`src/rtl/ram_cmd_arbiter.sv`:
```
// Two-requester arbiter in front of the single-port command RAM. It keeps address/data
// command pairs atomic and returns read data to the requester that issued the read.
module ram_cmd_arbiter #(
  parameter int unsigned ADDR_SIZE    = 8,
  parameter int unsigned LOCK_TIMEOUT = 15
) (
  input  logic                 clk,
  input  logic                 rst_n,

  input  logic                 req0_valid,
  input  logic [ADDR_SIZE+1:0] req0_din,
  output logic                 req0_ready,
  output logic                 rsp0_valid,
  output logic [ADDR_SIZE-1:0] rsp0_data,

  input  logic                 req1_valid,
  input  logic [ADDR_SIZE+1:0] req1_din,
  output logic                 req1_ready,
  output logic                 rsp1_valid,
  output logic [ADDR_SIZE-1:0] rsp1_data,

  output logic                 ram_rx_valid,
  output logic [ADDR_SIZE+1:0] ram_din,
  input  logic [ADDR_SIZE+1:0] ram_dout,
  input  logic                 ram_tx_valid,

  output logic                 locked,
  output logic                 lock_owner,
  output logic                 timeout_err
);

  localparam int unsigned CW = ADDR_SIZE + 2;

  typedef enum logic [1:0] {StIdle, StLocked, StReadWait} state_e;

  state_e     state_q;
  logic       rr_q;
  logic       owner_q;
  logic       rd_owner_q;
  logic       rw_phase_q;
  logic [7:0] cnt_q;

  logic          acc0;
  logic          acc1;
  logic          acc;
  logic          acc_id;
  logic [CW-1:0] acc_din;
  logic [1:0]    acc_op;

  // Read data comes back by fixed latency, so the RAM's strobe and opcode bits are not needed.
  logic unused_ram_bits;
  assign unused_ram_bits = ^{ram_tx_valid, ram_dout[CW-1:ADDR_SIZE]};

  always_comb begin
    req0_ready = 1'b0;
    req1_ready = 1'b0;
    case (state_q)
      StIdle: begin
        if (req0_valid && req1_valid) begin
          req0_ready = ~rr_q;
          req1_ready = rr_q;
        end else begin
          req0_ready = req0_valid;
          req1_ready = req1_valid;
        end
      end
      StLocked: begin
        req0_ready = ~owner_q;
        req1_ready = owner_q;
      end
      default: ;
    endcase
  end

  assign acc0    = req0_valid & req0_ready;
  assign acc1    = req1_valid & req1_ready;
  assign acc     = acc0 | acc1;
  assign acc_id  = acc1;
  assign acc_din = acc1 ? req1_din : req0_din;
  assign acc_op  = acc_din[CW-1 -: 2];

  assign locked     = (state_q == StLocked);
  assign lock_owner = locked & owner_q;

  always_ff @(posedge clk) begin
    if (!rst_n) begin
      state_q      <= StIdle;
      rr_q         <= 1'b0;
      owner_q      <= 1'b0;
      rd_owner_q   <= 1'b0;
      rw_phase_q   <= 1'b0;
      cnt_q        <= 8'd0;
      ram_rx_valid <= 1'b0;
      ram_din      <= '0;
      timeout_err  <= 1'b0;
      rsp0_valid   <= 1'b0;
      rsp1_valid   <= 1'b0;
      rsp0_data    <= '0;
      rsp1_data    <= '0;
    end else begin
      ram_rx_valid <= acc;
      if (acc) ram_din <= acc_din;
      timeout_err <= 1'b0;
      rsp0_valid  <= 1'b0;
      rsp1_valid  <= 1'b0;

      if (acc) begin
        if (state_q == StIdle) rr_q <= ~acc_id;
        case (acc_op)
          2'b00, 2'b10: begin
            state_q <= StLocked;
            owner_q <= acc_id;
            cnt_q   <= 8'd0;
          end
          2'b01: state_q <= StIdle;
          default: begin
            state_q    <= StReadWait;
            rd_owner_q <= acc_id;
            rw_phase_q <= 1'b0;
          end
        endcase
      end else begin
        case (state_q)
          StLocked: begin
            if (cnt_q == 8'(LOCK_TIMEOUT - 1)) begin
              // Owner went quiet: release and give the other side first pick.
              state_q     <= StIdle;
              timeout_err <= 1'b1;
              rr_q        <= ~owner_q;
            end else begin
              cnt_q <= cnt_q + 8'd1;
            end
          end
          StReadWait: begin
            if (rw_phase_q) begin
              state_q <= StIdle;
              if (rd_owner_q) begin
                rsp1_valid <= 1'b1;
                rsp1_data  <= ram_dout[ADDR_SIZE-1:0];
              end else begin
                rsp0_valid <= 1'b1;
                rsp0_data  <= ram_dout[ADDR_SIZE-1:0];
              end
            end else begin
              rw_phase_q <= 1'b1;
            end
          end
          default: ;
        endcase
      end
    end
  end

endmodule

```
`config.mk`:
```
export PLATFORM = sky130hd
export DESIGN_NAME = ram_cmd_arbiter
export DESIGN_NICKNAME = d
export VERILOG_FILES = /design/src/rtl/ram_cmd_arbiter.sv
export SDC_FILE = /design/constraint.sdc
export NUM_CORES = 1
export LEC_CHECK = 0
export CORE_ASPECT_RATIO = 0.6
export CORE_UTILIZATION = 27
export DETAILED_ROUTE_END_ITERATION = 10
export GPL_ROUTABILITY_DRIVEN = 0
export REMOVE_ABC_BUFFERS = 1
export SETUP_SLACK_MARGIN = 0.5
export SLEW_MARGIN = 20
export SYNTH_ARGS = -nofsm -noshare
export SYNTH_HDL_FRONTEND = slang
export SYNTH_SLANG_ARGS = --single-unit
```
`constraint.sdc`:
```
create_clock -name clk -period 2.07 [get_ports clk]
set_input_delay 0.3105 -clock clk [delete_from_list [all_inputs] [get_ports clk]]
set_output_delay 0.3105 -clock clk [all_outputs]
set_load 0.02 [all_outputs]
```
==> results.cfg, run 1 <==
[critical_path]
path_class = flip-flop to flip-flop
worst_ep_required_time_ns = 2.24
crit_path_end_kind = flip-flop
cp_max_fo = 8
critPathArrivalTime_ns = 1.80
worst_setup_path_start_kind = flip-flop

[cts]
h-tree-depth = 2
cts_inserted_buffers = 5
hold_buffers = 0
cts_root_buf = clkbuf_16
clock-sinks = 44
cts_buffer_depth = 2
cts_tree = done
clk_latency_ns = 0.28
clk_pin_slew_ns = 0.06

[placed_design]
placement.io_buffers = 65
dp_hpwl_mm = 3.94
pre_cts_ws_ns = -0.114

[global_route]
antenna_found_initial = 0
grt_pass1_wl_mm = 8.93
grtUsageTotal_pct = 14.8
grt_pass1_vias = 1882
grt_max_degree = 28
grt.overflow.total = 0

[logic_synthesis]
syn_area_sq_um = 2000
synthCells = 243
synth_area_per_cell_sq_um = 8.24
ys_ff_latch = 44
async_flop_share_pct = 0
synthDistinctLibCells = 43
dominantRegCellSynth = dfxtp_1
synth-edff-count = 0
ys_warn_count = 0
ys_seq_area_share_pct = 44.0

[timing]
clock_skew_ns = 0.00520
setup_ws_ns = 0.438
fin_tns_setup_ns = 0
rsz0062_at_grt = true
finalHoldViolCount = 0
drv_slew = 0
slew_headroom_pct = 75.2
fin_crit_ns = 1.63
max_freq_mhz = 613
fin_hold_ws_ns = 0.453
worstMarginPinSlew_ns = 0.371
fin_crit_sh_pct = 78.9
setup-violations-final = 0

[floorplan]
fp.dieArea_sq_um = 7780
rows = 23
fp.dieH_microns = 68.7
die_w_microns = 113
io-pin-count = 69
core-area_sq_um = 6910
start_util_pct = 29.0

[route]
top_layer = met4
drt_iter0_drc = 111
ant_nets = 0
via_count = 2040
routed_wl_mm = 5.70
wire_per_inst_microns = 13.6
drt-met1-wl_mm = 2.84
routed_via_density = 4.88
firstDrtPassIters = 4
wl_met2_mm = 2.46
wl_met3_microns = 366
drc = 0

[cells_and_area]
area_delta_synth_final_pct = 63.8
final_nets = 367
fill_cells = 682
drive_gt1_share_pct = 21.8
final_cell_mix = nand2_1, clkdlybuf4s50_1, dfxtp_1
layout_commonest_cell = nand2_1
n_antenna_cell = 0
final_core_util_pct = 47.5

[power]
vdd_ir_drop_max_mv = 0.316
finalPower_mw = 2.46
p_leak_nw = 1.49
p_per_area_nw_per_um2 = 749

[min_path]
hold_path_class = flip-flop to flip-flop

[run]
maxCapViolCount = 0

[status]
run_status = completed
-- registers in the layout (all words and copies together) (netlist names), 2 cells and up --
name	count
cnt_q	8
rsp0_data	8
state_q	2
rsp1_data	8
ram_din	10
-- cell type report --
cell class / instances / area (sq um) / share of cell area [%]
inverters: 4 / 15.0 / 0.458
clock buffers: 5 / 125 / 3.81
flip-flops and latches: 44 / 893 / 27.2
clock inverters: 3 / 46.3 / 1.41
multi-input cells: 182 / 1180 / 36.0
well taps: 87 / 109 / 3.32
repair buffers: 93 / 910 / 27.7
-- path summary, 6_finish.rpt --
check | cells after the start | endpoint | slack [ns] | start
worst max-delay path | 6 | cnt_q[5] | 0.44 | state_q[0]
worst min-delay path | 2 | rsp0_data[6] | 0.45 | rsp0_data[6]
worst max register to register | 6 | cnt_q[5] | 0.44 | state_q[0]
worst min register to register | 2 | rsp0_data[6] | 0.45 | rsp0_data[6]
-- cells by family after synthesis --
kind of cell	share of synthesized area, %
AOI/OAI and AO/OA	18.7
adders and majority gates	1.25
buffers and inverters	4.12
DFF	44.0
muxes	4.50
and+or+nand+nor	27.5
-- power breakdown --
part	internal (mW)	total [mW]	switching, mW
logic	0.310	0.606	0.296
clock network	0.573	0.907	0.334
registers	0.899	0.943	0.0441
total	1.78	2.46	0.674
-- metal layers --
metal  GRT usage (%)  vias up
li1                -     1033
met1            19.8      939
met2            23.5       64
met3            3.93        4
met4            4.28        0
met5               0        -
-- critical path, stage by stage (launching register included) --
cell	delay [ns]
dfxtp_4	0.36
buf_6	0.14
or3b_4	0.38
nand4_1	0.11
a31oi_1	0.11
and2_4	0.18
a211o_1	0.25
-- stage by stage --
| step | instances | area, sq um |
|---|---|---|
| 2_1_floorplan | 230 | 1940 |
| 3_3_place_gp | 402 | 2850 |
| 3_5_place_dp | 402 | 2850 |
| 4_1_cts | 417 | 3190 |
| 5_1_grt | 418 | 3280 |
| 6_report | 418 | 3280 |
-- synthesized netlist by cell type (3+ instances only) --
cell	n	area share (%)
a211o_1	5	2.2
a211oi_1	9	3.4
a21oi_1	24	6.0
buf_2	3	0.75
clkbuf_1	8	1.5
dfxtp_1	44	44
inv_1	4	0.75
mux2i_1	9	4.5
nand2_1	46	8.6
nand3_1	6	1.5
nand4_1	5	1.6
nor2_1	25	4.7
nor2b_1	5	1.6
nor3_1	6	1.5
nor3b_1	3	1.1
o21ai_0	4	1.0
-- timing repair --
item / in CTS / in global routing
buffers inserted: 7 / 1
setup endpoints to repair: 41 / 57
gates resized for setup: 45 / 33
pin swaps: 16 / 17
hold endpoints to repair: 0 / 0
Power figures use the tool's default switching activity.
==> inputs of run 2 (changes only) <==
clock period = 1.3 ns   (was 2.07 ns; I/O delays follow)
==> results.cfg, run 2 (synthesis results as in run 1) <==
[power]
p_per_area_nw_per_um2 = 1120
switchingPower_mw = 1.20
sw_frac_of_total_pct = 28.8
combPwrFrac_pct = 28.0
p_leak_nw = 1.50
vdd_ir_drop_max_mv = 0.631
pwr-share-seq_pct = 36.7
p_clk_share_pct = 35.3
internal-power_mw = 2.98

[global_route]
grt_max_degree = 31
grt_pass1_wl_mm = 10.3
grt.overflow.total = 0
antenna_found_initial = 0
grt_pass1_vias = 2045
grtUsageTotal_pct = 17.1

[timing]
drv_slew = 0
fin_crit_ns = 1.59
setup-violations-final = 47
fin_hold_ws_ns = 0.464
setup_ws_ns = -0.293
fin_tns_setup_ns = -7.39
max_freq_mhz = 628
fin_crit_sh_pct = 123
slew_headroom_pct = 74.6
worstMarginPinSlew_ns = 0.381
finalHoldViolCount = 0
rsz0062_at_grt = true
clock_skew_ns = 0.00909

[critical_path]
crit_family = compound AO/OA/AOI/OAI gates
crit_buf_inv = 1
path_cells = nand2b_4 > o221a_4 > buf_4 > o31ai_1 > a311o_1
worst_ep_required_time_ns = 1.52
max_stage_delay_ns = 0.37
critPathArrivalTime_ns = 1.81
worst_setup_path_start_kind = flip-flop
cp_slowest_cell = dfxtp_4
crit_path_end_kind = flip-flop
cp_max_fo = 5
path_class = flip-flop to flip-flop

[cts]
cts_root_buf = clkbuf_16
cts_tree = done
clk_latency_ns = 0.29
h-tree-depth = 2
clk_pin_slew_ns = 0.07
cts_inserted_buffers = 5
clock-sinks = 44
cts_buffer_depth = 2

[placed_design]
dp_hpwl_mm = 4.32
pre_cts_ws_ns = -0.684
place_area_sq_um = 3020
placement.io_buffers = 65
dp_cells = 424

[cells_and_area]
fill_cells = 623
fin_cells = 447
largest_reg_flops = 10
final_nets = 396
layout_commonest_cell = buf_6
regMostFlops = ram_din
seq_area_sq_um = 933
n_antenna_cell = 0
stdcell_area_sq_um = 3730
area_delta_synth_final_pct = 86.2
drive_gt1_share_pct = 52.2
final_cell_mix = buf_6, buf_4, nand2_1
multi_input_area_sq_um = 1320

[route]
routed_wl_mm = 6.69
routed_via_density = 4.92
via_count = 2199
drt_iter0_drc = 60
firstDrtPassIters = 4
drc = 0
wire_per_inst_microns = 15.0
ant_nets = 0

[floorplan]
io-pin-count = 69
core-area_sq_um = 6910
fp.dieArea_sq_um = 7780
start_util_pct = 29.0
die_w_microns = 113
fp.dieH_microns = 68.7
rows = 23

[min_path]
hold_path_class = flip-flop to flip-flop

[status]
run_status = complete, but fails checks
violations = negative setup slack

[run]
maxCapViolCount = 0
run 2: cell types whose count changed in the layout (fill, tap and decap cells not counted), sizes merged:
cell | before | now
clkdlybuf4s50 | 43 | 29
dlymetal6s2s | 16 | 0
or2 | 1 | 2
buf | 30 | 90
clkbuf | 7 | 5
dlygate4sd2 | 1 | 2
clkdlybuf4s15 | 1 | 0
run 2: power groups by stage:
stage / combinational (mW) / clock [mW] / sequential, mW
floorplan: 0.336 / 0 / 1.58
global placement: 0.880 / 0 / 1.52
detailed placement: 0.886 / 0 / 1.52
CTS: 1.06 / 1.50 / 1.53
global route: 1.25 / 1.57 / 1.55
finish: 1.17 / 1.48 / 1.53
run 2: per-layer routing:
metal	vias to the layer above	GRT usage (%)	wire length, microns
li1	1089	-	-
met1	1032	22.9	3250
met2	74	28.2	2990
met3	4	4.28	401
met4	0	3.45	36
met5	-	0	0
run 2: final cells by class:
class | instances | area share (%)
clock buffers | 5 | 3.35
clock inverters | 3 | 1.24
inverters | 4 | 0.470
multi-input cells | 183 | 35.3
flip-flops and latches | 44 | 25.0
well taps | 87 | 2.92
repair buffers | 121 | 31.7
run 2: timing repair:
| action | CTS | global route |
|---|---|---|
| buffers inserted | 4 | 9 |
| gates resized for setup | 302 | 30 |
| endpoints found under the setup margin | 78 | 78 |
| cloned | 2 | 0 |
| endpoints found under the hold margin | 0 | 0 |
| pin swaps | 33 | 21 |
| hold buffers | 0 | 0 |
run 2: worst paths after layout:
check / startpoint / endpoint / slack (ns) / depth (start not counted)
worst min register to register: rsp1_data[3] / rsp1_data[3] / 0.46 / 2
worst min-delay path: rsp1_data[3] / rsp1_data[3] / 0.46 / 2
worst max-delay path: owner_q / rr_q / -0.29 / 5
worst max register to register: owner_q / rr_q / -0.29 / 5
run 2: metrics by stage:
step           power, mW  util, %
6_report            4.19     54.0
5_1_grt             4.37     54.0
4_1_cts             4.09     51.5
3_5_place_dp        2.41     43.7
3_3_place_gp        2.40     43.7
2_1_floorplan       1.92        -
run 2: worst min-delay path: stages (launching register included):
cell and delay, ns:
dfxtp_2 0.33, nand2_1 0.05, a21oi_1 0.05
==> inputs of run 3 (changes only) <==
ABC_CLOCK_PERIOD_IN_PS = 1300   (was not set)
CORE_ASPECT_RATIO = 1.5   (was 0.6)
==> results.cfg, run 3 (synthesis results as in run 1) <==
[timing]
fin_hold_ws_ns = 0.463
drv_slew = 0
clock_skew_ns = 0.00188
fin_tns_setup_ns = -6.36
worstMarginPinSlew_ns = 0.335
max_freq_mhz = 634
setup-violations-final = 39
setup_ws_ns = -0.277
rsz0062_at_grt = true
fin_crit_ns = 1.58
finalHoldViolCount = 0
fin_crit_sh_pct = 121
slew_headroom_pct = 77.7

[cts]
clk_latency_ns = 0.29
clock-sinks = 44
cts_buffer_depth = 2
hold_buffers = 0
cts_root_buf = clkbuf_8
cts_inserted_buffers = 5
h-tree-depth = 2
cts_tree = done
clk_pin_slew_ns = 0.08

[global_route]
grt_busiest_layer = met2
use_met3_pct = 3.28
grt_pass1_wl_mm = 9.62
met1_usage_pct = 16.3
grt_max_degree = 24
grtUsageTotal_pct = 15.7
grt_pass1_vias = 2167
antenna_found_initial = 0
grt.overflow.total = 0
met2_usage_pct = 30.0

[status]
run_status = complete, but fails checks
violations = negative setup slack

[route]
drc = 0
drt_iter0_drc = 104
routed_wl_mm = 5.95
ant_nets = 0
firstDrtPassIters = 4
via_count = 2187
wire_per_inst_microns = 12.8
routed_via_density = 4.70

[placed_design]
place_area_sq_um = 3090
dp_hpwl_mm = 4.15
placement.io_buffers = 65

[cells_and_area]
stdcell_area_sq_um = 3720
final_nets = 402
regMostFlops = ram_din
layout_commonest_cell = buf_6
drive_gt1_share_pct = 50.1
n_antenna_cell = 0
final_cell_mix = buf_6, buf_4, nand2_1
area_delta_synth_final_pct = 85.8
final_core_util_pct = 51.5
largest_reg_flops = 10

[critical_path]
worst_setup_path_start_kind = flip-flop
crit_end = ram_din[9]
crit_path_end_kind = flip-flop
r2r-start = owner_q
r2r_end = ram_din[9]
worst_ep_required_time_ns = 1.50
reg2reg_depth = 5
r2r_slack_ns = -0.28
cp_max_fo = 9
critPathArrivalTime_ns = 1.77
path_class = flip-flop to flip-flop
crit_start = owner_q

[floorplan]
fp.dieH_microns = 107
io-pin-count = 69
start_util_pct = 27.7
core-area_sq_um = 7230
die_w_microns = 72.3
fp.dieArea_sq_um = 7770
rows = 38

[power]
p_leak_nw = 1.51
p_per_area_nw_per_um2 = 969
vdd_ir_drop_max_mv = 0.538
finalPower_mw = 3.60

[min_path]
hold_path_class = flip-flop to flip-flop

[run]
maxCapViolCount = 0
run 3: worst min path at each step:
stage	endpoint	start	slack, ns	cells after the start
final	rsp1_data[3]	rsp1_data[3]	0.46	2
after detailed placement	rsp0_data[4]	rsp0_data[4]	0.45	2
after floorplan	rw_phase_q	rst_n	0.33	1
after global routing	rsp1_data[2]	ram_dout[2]	0.47	3
after global placement	rsp1_data[5]	rsp1_data[5]	0.44	2
after CTS	rsp0_data[4]	rsp0_data[4]	0.46	2
run 3: layer usage:
layer	vias up	share of wire (%)
li1	1098	-
met1	1033	39
met2	50	57
met3	6	3.4
met4	0	1.3
met5	-	0
run 3: layout make-up:
cell class | instances | area (sq um)
inverters | 4 | 15.0
well taps | 100 | 125
clock inverters | 2 | 12.5
multi-input cells | 183 | 1320
fillers | 706 | 3510
clock buffers | 5 | 68.8
repair buffers | 127 | 1250
flip-flops and latches | 44 | 930
run 3: power by group:
part           internal (mW)  switching [mW]
combinational          0.698           0.555
clock                  0.364           0.468
sequential              1.44          0.0792
run 3: timing repair:
item / in CTS / in global routing
pin swaps: 30 / 14
endpoints found under the hold margin: 0 / 0
setup buffers: 8 / 5
cloned: 2 / 0
resized for setup: 283 / 29
setup endpoints to repair: 78 / 78
run 3: per-stage QoR:
step,instances,setup WS [ns]
final,465,-0.277
after global placement,443,-0.643
after CTS,460,-0.251
after detailed placement,443,-0.680
after floorplan,230,-1.02
after global routing,465,-0.328
run 3: worst max-delay path, cell delays in order, from the launching register on:
cell       delay (ns)
dfxtp_4          0.36
nand2b_4         0.16
o221a_4          0.29
buf_6            0.15
bufbuf_16        0.27
a211oi_1         0.25
